**config.mk**
```make
export PLATFORM = sky130hd
export DESIGN_NAME = plab3_mem_mem_req_queue
export DESIGN_NICKNAME = d
export VERILOG_FILES = /design/src/rtl/plab3_mem_mem_req_queue_pkg.sv /design/src/rtl/plab3_mem_mem_req_queue_ctrl.sv /design/src/rtl/plab3_mem_mem_req_queue.sv
export SDC_FILE = /design/constraint.sdc
export NUM_CORES = 1
export LEC_CHECK = 0
export CORE_MARGIN = 2
export CORE_UTILIZATION = 50
export CTS_BUF_LIST = sky130_fd_sc_hd__clkbuf_8
export DETAILED_ROUTE_END_ITERATION = 6
export HOLD_SLACK_MARGIN = 0.03
export PLACE_DENSITY = 0.83
export REMOVE_ABC_BUFFERS = 1
export SLEW_MARGIN = 20
export SYNTH_ARGS = -nofsm -noshare
export SYNTH_HDL_FRONTEND = slang
export SYNTH_SLANG_ARGS = --single-unit
```
**constraint.sdc**
```tcl
create_clock -name clk -period 13.4 [get_ports clk]
set_clock_uncertainty 0.05 [all_clocks]
set_input_delay 1.34 -clock clk [delete_from_list [all_inputs] [get_ports clk]]
set_output_delay 1.34 -clock clk [all_outputs]
set_load 0.1 [all_outputs]
```
**src/rtl/plab3_mem_mem_req_queue_pkg.sv**
```systemverilog
// Shared memory-request message layout and queue sizing helpers.
package plab3_mem_mem_req_queue_pkg;

  // Memory request message fields, listed from MSB to LSB.
  localparam int unsigned mem_req_type_nbits   = 3;
  localparam int unsigned mem_req_opaque_nbits = 8;
  localparam int unsigned mem_req_addr_nbits   = 32;
  localparam int unsigned mem_req_len_nbits    = 4;
  localparam int unsigned mem_req_data_nbits   = 128;

  localparam int unsigned mem_req_nbits = mem_req_type_nbits + mem_req_opaque_nbits
                                        + mem_req_addr_nbits + mem_req_len_nbits
                                        + mem_req_data_nbits;

  typedef struct packed {
    logic [mem_req_type_nbits-1:0]   msg_type;
    logic [mem_req_opaque_nbits-1:0] opaque;
    logic [mem_req_addr_nbits-1:0]   addr;
    logic [mem_req_len_nbits-1:0]    len;
    logic [mem_req_data_nbits-1:0]   data;
  } mem_req_msg_t;

  // The pointer is at least one bit wide, so a depth-1 queue still has a legal index.
  function automatic int unsigned ptr_width(input int unsigned num_entries);
    return (num_entries > 1) ? $clog2(num_entries) : 1;
  endfunction

  // The count has to hold every value from 0 to num_entries inclusive.
  function automatic int unsigned cnt_width(input int unsigned num_entries);
    return $clog2(num_entries + 1);
  endfunction

endpackage

```
**src/rtl/plab3_mem_mem_req_queue_ctrl.sv**
```systemverilog
// Queue control: pointers, occupancy count, handshake outputs and storage addressing.
module plab3_mem_mem_req_queue_ctrl
  import plab3_mem_mem_req_queue_pkg::*;
#(
  parameter int unsigned p_num_entries = 2,
  parameter int unsigned p_pipe        = 0,
  localparam int unsigned ptr_nbits    = ptr_width(p_num_entries),
  localparam int unsigned cnt_nbits    = cnt_width(p_num_entries)
)(
  input  logic                 clk,
  input  logic                 reset,
  input  logic                 enq_val,
  output logic                 enq_rdy,
  output logic                 deq_val,
  input  logic                 deq_rdy,
  output logic                 wen,
  output logic [ptr_nbits-1:0] waddr,
  output logic [ptr_nbits-1:0] raddr,
  output logic [cnt_nbits-1:0] num_free_entries
);

  localparam logic [ptr_nbits-1:0] last_idx = ptr_nbits'(p_num_entries - 1);
  localparam logic [cnt_nbits-1:0] depth    = cnt_nbits'(p_num_entries);

  logic [ptr_nbits-1:0] enq_ptr;
  logic [ptr_nbits-1:0] deq_ptr;
  logic [cnt_nbits-1:0] count;
  logic                 full;
  logic                 enq_fire;
  logic                 deq_fire;

  // The handshakes depend only on the registered count. In pipe mode deq_rdy can also
  // open a full queue, because the head entry leaves in the same cycle.
  always_comb begin
    full             = (count == depth);
    deq_val          = (count != '0);
    enq_rdy          = !full || ((p_pipe != 0) && deq_rdy);
    enq_fire         = enq_val && enq_rdy;
    deq_fire         = deq_val && deq_rdy;
    wen              = enq_fire;
    waddr            = enq_ptr;
    raddr            = deq_ptr;
    num_free_entries = depth - count;
  end

  // Pointer and count update. Reset wins over any transfer in the same cycle.
  // NOTE: every register in this block takes a non-blocking assignment, so each read
  // sees the value from before the clock edge, whatever order the statements are in.
  always_ff @(posedge clk) begin
    if (reset) begin
      enq_ptr <= '0;
      deq_ptr <= '0;
      count   <= '0;
    end else begin
      if (enq_fire) enq_ptr <= (enq_ptr == last_idx) ? '0 : enq_ptr + ptr_nbits'(1);
      if (deq_fire) deq_ptr <= (deq_ptr == last_idx) ? '0 : deq_ptr + ptr_nbits'(1);
      if (enq_fire && !deq_fire)      count <= count + cnt_nbits'(1);
      else if (!enq_fire && deq_fire) count <= count - cnt_nbits'(1);
    end
  end

endmodule

```
**src/rtl/plab3_mem_mem_req_queue.sv**
```systemverilog
// Memory request queue between the cache memreq port and memory. It absorbs
// memory backpressure so the cache controller does not have to.
`ifndef PLAB3_MEM_MEM_REQ_QUEUE_V
`define PLAB3_MEM_MEM_REQ_QUEUE_V

module plab3_mem_mem_req_queue
  import plab3_mem_mem_req_queue_pkg::*;
#(
  parameter int unsigned p_msg_nbits   = mem_req_nbits,
  parameter int unsigned p_num_entries = 2,
  parameter int unsigned p_pipe        = 0,
  localparam int unsigned cnt_nbits    = cnt_width(p_num_entries),
  localparam int unsigned ptr_nbits    = ptr_width(p_num_entries)
)(
  input  logic                   clk,
  input  logic                   reset,
  input  logic                   enq_val,
  output logic                   enq_rdy,
  input  logic [p_msg_nbits-1:0] enq_msg,
  output logic                   deq_val,
  input  logic                   deq_rdy,
  output logic [p_msg_nbits-1:0] deq_msg,
  output logic [cnt_nbits-1:0]   num_free_entries
);

  logic                   wen;
  logic [ptr_nbits-1:0]   waddr;
  logic [ptr_nbits-1:0]   raddr;
  logic [p_msg_nbits-1:0] entries [p_num_entries];

  plab3_mem_mem_req_queue_ctrl #(
    .p_num_entries (p_num_entries),
    .p_pipe        (p_pipe)
  ) ctrl (
    .clk              (clk),
    .reset            (reset),
    .enq_val          (enq_val),
    .enq_rdy          (enq_rdy),
    .deq_val          (deq_val),
    .deq_rdy          (deq_rdy),
    .wen              (wen),
    .waddr            (waddr),
    .raddr            (raddr),
    .num_free_entries (num_free_entries)
  );

  // Write the accepted message into the slot at the enqueue pointer.
  // NOTE: the entry array has no reset. Every slot is written before the count can make
  // it visible, so a reset would only add a clear path to every storage bit.
  always_ff @(posedge clk) begin
    if (wen) entries[waddr] <= enq_msg;
  end

  // Drive the head entry from registered storage. There is no enqueue bypass.
  always_comb begin
    deq_msg = entries[raddr];
  end

endmodule

`endif

```
* After elaboration in Yosys (flattened, before gate mapping) *
Memories as Yosys holds them, arrays and structs flattened. A register that Yosys moved wholly into a read port is not among the register bits.
Cells that the tools add are included.
W data, S select, Z words.

word-level totals
  output and inout port bits = 179
  memory bits (read-only) = 0
  flip-flop bits (word level) = 4
  logic and storage cells = 27
  latch bits = 0
  memories = 1
  memory bits (writable) = 350
  input bits = 179

cells by class
  equality and inequality tests = 1
  add/subtract/negate cells = 5
  multipliers = 0
  magnitude comparators = 0
  divide/modulo/power cells = 0
  reductions and logical operators = 9
  shift-type cells = 0
  bitwise logic cells = 0
  muxes and demuxes = 8

memory list
  name     depth  bits a word  rd ports  clocked after memory_dff  write ports  RTL line                       RTL
  entries  2      175          1         1                         1            plab3_mem_mem_req_queue.sv:29  logic [p_msg_nbits-1:0] entries [p_num_entries];

operator list
  cell                   count
  $mux W1                6
  $logic_and A1 B1 Y1    4
  $mux W2                2
  $reduce_bool A2 Y1     2
  $logic_not A1 Y1       3
  $add A1 B1 Y1 const B  2
  $add A2 B1 Y2 const B  1
  $eq A2 B2 Y1 const B   1
  $sub A2 B1 Y2 const B  1
  $sub A2 B2 Y2 const A  1

* Depth between registers and ports, before layout *
Gate-level depths: netlist (run 1).

  depth after elaboration = 7
  gate-level depth with buffers = 7
  depth with buffers taken out = 7

* Modules after synthesis *
From an unflattened synthesis (run 1), not the netlist that was laid out.

unflattened totals
  cells, all modules = 572
  area, all modules = 12,908.6 um^2

modules (own cells, without submodules)
  module                        seq. area each (um^2)  times used  cells an instance  area an instance (um^2)
  plab3_mem_mem_req_queue       10,510.1               1           546                12,687.2
  plab3_mem_mem_req_queue_ctrl  80.1                   1           26                 221.5

* Worst setup path after synthesis (run 1) *
No wires, ideal clock.

  path type = input-to-reg
  start point = in enq_val
  end point = mem entries[0][0] (netlist name) (enable)
  data required time = 12.616 ns
  stages on the path = 2
  path buffers = 0
  slack = 3.329 ns
  library setup time = 0.734 ns
  data arrival time = 9.287 ns
  path through = nor2b_1 > nor2b_1

on the way
  cells in the longest elaborated chain, start to end = 3

ends and longest elaborated chain
  element                        RTL line                            RTL
  start, declared                plab3_mem_mem_req_queue.sv:17       input logic enq_val,
  $logic_and A1 B1 Y1            plab3_mem_mem_req_queue_ctrl.sv:38  enq_fire = enq_val && enq_rdy;
  $mux W1                        plab3_mem_mem_req_queue.sv:51       if (wen) entries[waddr] <= enq_msg;
  $mux W1 (implied by the code)  plab3_mem_mem_req_queue.sv:51
  end, declared                  plab3_mem_mem_req_queue.sv:29

No other way between the ends.

==> results of run 1 <==
tightest hold or removal path: cells and delay by family, from the launching register on:
family,cells,cell delay [ns]
AOI/OAI and AO/OA,1,0.05
and+or+nand+nor,1,0.07
DFF,1,0.31
where the power goes:
group | internal, mW | total, mW | leakage, nW | switching [mW]
Clock | 0.405 | 0.782 | 0.565 | 0.377
Sequential | 1.42 | 1.47 | 3.31 | 0.0463
Combinational | 0.472 | 1.94 | 2.15 | 1.47
Total | 2.30 | 4.20 | 6.03 | 1.89
state kept, by name (all words and copies together) (netlist names), named ones only:
name / flops
ctrl.count: 2
ctrl.waddr: 1
entries: 350
ctrl.raddr: 1
area by class of cell:
class | count | area (µm²)
timing repair buffer | 363 | 3650
fill | 1553 | 7500
multi-input combinational | 194 | 2110
sequential | 355 | 10600
tap | 330 | 413
clock buffer | 53 | 729
inverter | 5 | 18.8
antenna | 1 | 2.50
clock inverter | 41 | 213
kinds of logic (layout without fill, tap and decap cells):
group	Yosys count	after routing	synth area share, %
compound gates	4	4	0.155
xor+xnor	3	3	0.203
fa+ha+maj	3	3	0.290
buf+inv	25	462	1.70
flops	355	355	82.0
mux	175	175	15.2
other cells	0	1	0
simple gates	9	9	0.377
metal layers:
metal | GRT usage (%) | vias up
li1 | - | 3095
met2 | 32.7 | 293
met4 | 8.14 | 2
met3 | 6.88 | 66
met5 | 0 | -
met1 | 21.3 | 3292
path summary, 6_finish.rpt:
check,slack [ns],startpoint,cells after the start,end
hold reg to reg,0.42,ctrl.raddr,2,flip-flop
setup reg to reg,10.37,ctrl.count[0],5,entries[1][158]
setup / recovery,8.62,flip-flop,3,deq_msg[133]
hold / removal,0.42,ctrl.raddr,2,flip-flop
Yosys cell counts (2+ instances only):
master,count,area [µm²]
inv_1,5,18.8
nor2_1,2,7.51
buf_4,3,22.5
dfxtp_1,5,100
ha_1,3,37.5
a21oi_1,3,15.0
xor2_1,2,17.5
mux2_2,175,1970
edfxtp_1,350,10500
buf_2,2,10.0
buf_6,15,169
nor2b_1,2,12.5
==> flow_summary_export.csv, run 1 <==
group,metric,value,unit
yosys,avgSynthCellArea,22.5,µm²
place,pre_cts_slack,9.12,ns
timing,fin_crit,4.78,ns
worst_setup_path,worstPathRequired,12.01,ns
floorplan,die_h,165,µm
timing,rsz0062_at_grt,"no",
floorplan,die_w,165,µm
timing,fin_ws,8.62,ns
timing,worst_pin_slew,1.42,ns
timing,setup_viol,0,
route,via_per_inst,5.03,
clock_tree,insertion_delay,0.54,ns
cells_and_area,drive_gt1_share,24.2,%
yosys,synth_async_sr_flop_share,0,%
timing,holdWs,0.420,ns
timing,hold_viol_final,0,
route,drt_wl_total,26.6,mm
job,cap_violations,0,
clock_tree,cts_tree,"yes",
worst_setup_path,startpoint_type,"flip-flop",
pwr,leakage,6.03,nW
yosys,ys_seq_area_share,82.0,%
cells_and_area,final_cell_area,17800,µm²
yosys,synth-main-ff-cell,"edfxtp_1",
yosys,synth-warning-count,0,
global_routing,grt_use_total,19.0,%
route,ant_nets,0,
cells_and_area,area_growth,37.3,%
global_routing,gr-total-overflow,0,
clock_tree,postCtsSetupRepairBufs,0,
clock_tree,path_clk_slew,0.06,ns
place,placed_cell_area,16800,µm²
cells_and_area,stdcell_count,1342,
clock_tree,numCtsBuffers,53,
timing,slew_headroom,5.50,%
route,wirelength_met1,9.72,mm
place,dp.cells,1246,
route,drtPass1Iterations,5,
floorplan,rows,58,
route,drc,0,
worst_setup_path,crit_slowest_cell,"clkdlybuf4s50_1",
clock_tree,cts.sinks,355,
place,dpl.hpwl,17.2,mm
clock_tree,clock-root-buffer,"clkbuf_8",
global_routing,antenna_found_initial,1,
route,first_iter_violations,438,
place,port_buffers,357,
route,top_layer,"met5",
yosys,mappedNetlistArea,12900,µm²
yosys,synth_cells,574,
pwr,power,4.20,mW
pwr,ir_drop,192,µV
worst_setup_path,cp-end-kind,"primary output",
timing,finalSetupTns,0,ns
route,wl_per_cell,19.8,µm
clock_tree,ctsResizeCount,0,
status,status,"finished, final reports clean",
yosys,ys_seq_elements,355,
floorplan,ios,358,
worst_setup_path,crit_family,"buffers and inverters",
timing,fmax,209,MHz
floorplan,core-area,25300,µm²
pwr,power_density,236,nW/µm²
min_path,min_path_type,"flip-flop to flip-flop",
worst_setup_path,cp_slowest_stage_delay,1.17,ns
floorplan,die_area,27200,µm²
worst_setup_path,critPathKind,"flip-flop to primary output",
global_routing,grt_pass1_wl,38.8,mm
floorplan,initial_core_util,51.2,%
worst_setup_path,path_cells,"buf_4 -> mux2_2 -> clkdlybuf4s50_1",
timing,finalMaxSlewViolations,0,
clock_tree,htree_levels,2,
yosys,ys_types,19,
clock_tree,cts.path.max_buffers,3,
clock_tree,hold_buffers,0,
cells_and_area,finish.utilization,70.3,%
global_routing,grt_pass1_vias,7171,
global_routing,grt_max_degree,176,
worst_setup_path,arrival,3.39,ns
place,routabilityCongestion,0.766,
cells_and_area,nets,1154,
worst_setup_path,path_buf_inv,2,
yosys,synth_edf_count,350,
route,wl_met3,2.38,mm
cells_and_area,final_cell_mix,"357 x clkdlybuf4s50_1, 350 x edfxtp_1, 175 x mux2_2, 53 x clkbuf_8, 27 x inv_1",
worst_setup_path,path_max_fanout,75,
route,wl_met2,13.5,mm
timing,fin_crit_sh,35.7,%
route,vias,6748,
cells_and_area,final_common_cell,"clkdlybuf4s50_1",
No activity file was read; power rests on OpenSTA's default activity.
==> run 2, diff against run 1 <==
--- a/config.mk
+++ b/config.mk
@@ -6,11 +6,11 @@
 export NUM_CORES = 1
 export LEC_CHECK = 0
 export CORE_MARGIN = 2
-export CORE_UTILIZATION = 50
+export CORE_UTILIZATION = 45
 export CTS_BUF_LIST = sky130_fd_sc_hd__clkbuf_8
 export DETAILED_ROUTE_END_ITERATION = 6
 export HOLD_SLACK_MARGIN = 0.03
-export PLACE_DENSITY = 0.83
+export PLACE_DENSITY = 0.79
 export REMOVE_ABC_BUFFERS = 1
 export SLEW_MARGIN = 20
 export SYNTH_ARGS = -nofsm -noshare
==> constraint.sdc (replaced) <==
create_clock -name clk -period 4.05 [get_ports clk]
set_clock_uncertainty 0.05 [all_clocks]
set_input_delay 0.405 -clock clk [delete_from_list [all_inputs] [get_ports clk]]
set_output_delay 0.405 -clock clk [all_outputs]
set_load 0.1 [all_outputs]
==> run 2 against run 1 <==
Worst hold slack got worse by 0.041 ns. Core utilization fell by 7.5 points. Design area rose by 0.73%. Highest routed layer is now met4. Critical path depth did not move.
==> flow_summary_export.csv, run 2 (synthesized netlist as in run 1, its figures left out) <==
group,metric,value,unit
status,status,"finished, final reports clean",
global_routing,grt_use_total,17.7,%
cells_and_area,largest_reg_flops,350,
clock_tree,htree_levels,2,
worst_setup_path,arrival,2.96,ns
clock_tree,insertion_delay,0.55,ns
pwr,power_density,774,nW/µm²
pwr,leakage,6.06,nW
timing,finalSetupTns,0,ns
global_routing,antenna_found_initial,0,
route,first_iter_violations,307,
cells_and_area,nets,1163,
clock_tree,cts.sinks,355,
global_routing,grt_max_degree,58,
timing,worst_pin_slew,1.04,ns
timing,setup_viol,0,
floorplan,die_area,30100,µm²
global_routing,grt_pass1_wl,40.9,mm
cells_and_area,final_common_cell,"clkdlybuf4s50_1",
min_path,min_path_type,"input port to flip-flop",
route,drtPass1Iterations,4,
route,ant_nets,0,
timing,fin_crit_sh,84.3,%
place,port_buffers,357,
cells_and_area,largest_register,"entries",
pwr,power,13.8,mW
worst_setup_path,cp-end-kind,"primary output",
global_routing,gr-total-overflow,0,
timing,fin_crit,3.42,ns
floorplan,die_w,174,µm
pwr,ir_drop,642,µV
timing,slew_headroom,30.3,%
route,wl_per_cell,19.3,µm
route,wl_met3,2.35,mm
route,vias,6768,
route,wirelength_met1,10.0,mm
clock_tree,numCtsBuffers,54,
timing,hold_viol_final,0,
worst_setup_path,worstPathRequired,3.60,ns
cells_and_area,area_growth,38.3,%
worst_setup_path,path_max_fanout,47,
floorplan,core-area,28500,µm²
route,top_layer,"met4",
worst_setup_path,startpoint_type,"flip-flop",
cells_and_area,final_cell_mix,"354 x clkdlybuf4s50_1, 350 x edfxtp_1, 175 x mux2_2, 55 x clkbuf_8, 24 x inv_1",
route,via_per_inst,4.83,
job,cap_violations,0,
timing,finalMaxSlewViolations,0,
floorplan,ios,358,
route,drt_wl_total,27.1,mm
timing,rsz0062_at_grt,"no",
clock_tree,hold_buffers,0,
clock_tree,cts.path.max_buffers,3,
place,dpl.hpwl,18.4,mm
clock_tree,path_clk_slew,0.06,ns
clock_tree,cts_tree,"yes",
clock_tree,clock-root-buffer,"clkbuf_8",
route,wl_met2,13.8,mm
cells_and_area,drive_gt1_share,25.3,%
route,drc,0,
place,routabilityCongestion,0.788,
cells_and_area,antenna_cells,0,
floorplan,rows,62,
clock_tree,postCtsSetupRepairBufs,0,
floorplan,initial_core_util,45.4,%
floorplan,die_h,174,µm
cells_and_area,top_regs,"entries (350), ctrl.count (2)",
timing,fmax,293,MHz
clock_tree,ctsResizeCount,0,
worst_setup_path,critPathKind,"flip-flop to primary output",
global_routing,grt_pass1_vias,7486,
==> run 2: stage by stage <==
step                      utilization, %  instances  setup WS [ns]  hold slack, ns  instance area, µm²
after floorplan                        -        554          -6.06           0.393               12700
after global placement              59.6       1309           1.21           0.398               17000
after detailed placement            59.6       1309           1.18           0.421               17000
after CTS                           62.8       1402          0.542           0.328               17900
after global routing                62.8       1402          0.501           0.330               17900
final                               62.8       1402          0.634           0.378               17900
==> run 2: per-layer routing <==
layer / up-vias / global-route usage [%]
met1: 3316 / 19.7
met5: - / 0
met2: 281 / 31.2
li1: 3101 / -
met3: 70 / 5.99
met4: 0 / 7.34
==> run 2: cell type report <==
cell class              instances  area [µm²]
flip-flops and latches        355       10600
fillers                      2010       10600
repair buffers                371        3750
multi-input cells             194        2110
clock buffers                  55         757
well taps                     384         480
clock inverters                38         154
inverters                       5        18.8
==> run 2: critical path, cell delays in order, from the launching register on <==
cell	delay, ns
dfxtp_4	0.65
buf_12	0.32
mux2_2	0.24
clkdlybuf4s50_1	1.16
==> run 2: where the power goes <==
| part | internal, mW | switching [mW] | total [mW] |
|---|---|---|---|
| Combinational | 1.60 | 4.88 | 6.48 |
| Clock | 1.25 | 1.26 | 2.51 |
| Sequential | 4.70 | 0.164 | 4.86 |
| Total | 7.55 | 6.30 | 13.8 |
==> run 2: final timing paths <==
kind | from | endpoint | slack [ns] | depth (start not counted)
hold / removal | enq_msg[154] | entries[1][154] | 0.38 | 1
setup reg to reg | ctrl.count[0] | entries[0][56] | 1.55 | 5
setup / recovery | flip-flop | deq_msg[131] | 0.63 | 3
hold reg to reg | ctrl.raddr | flip-flop | 0.42 | 2
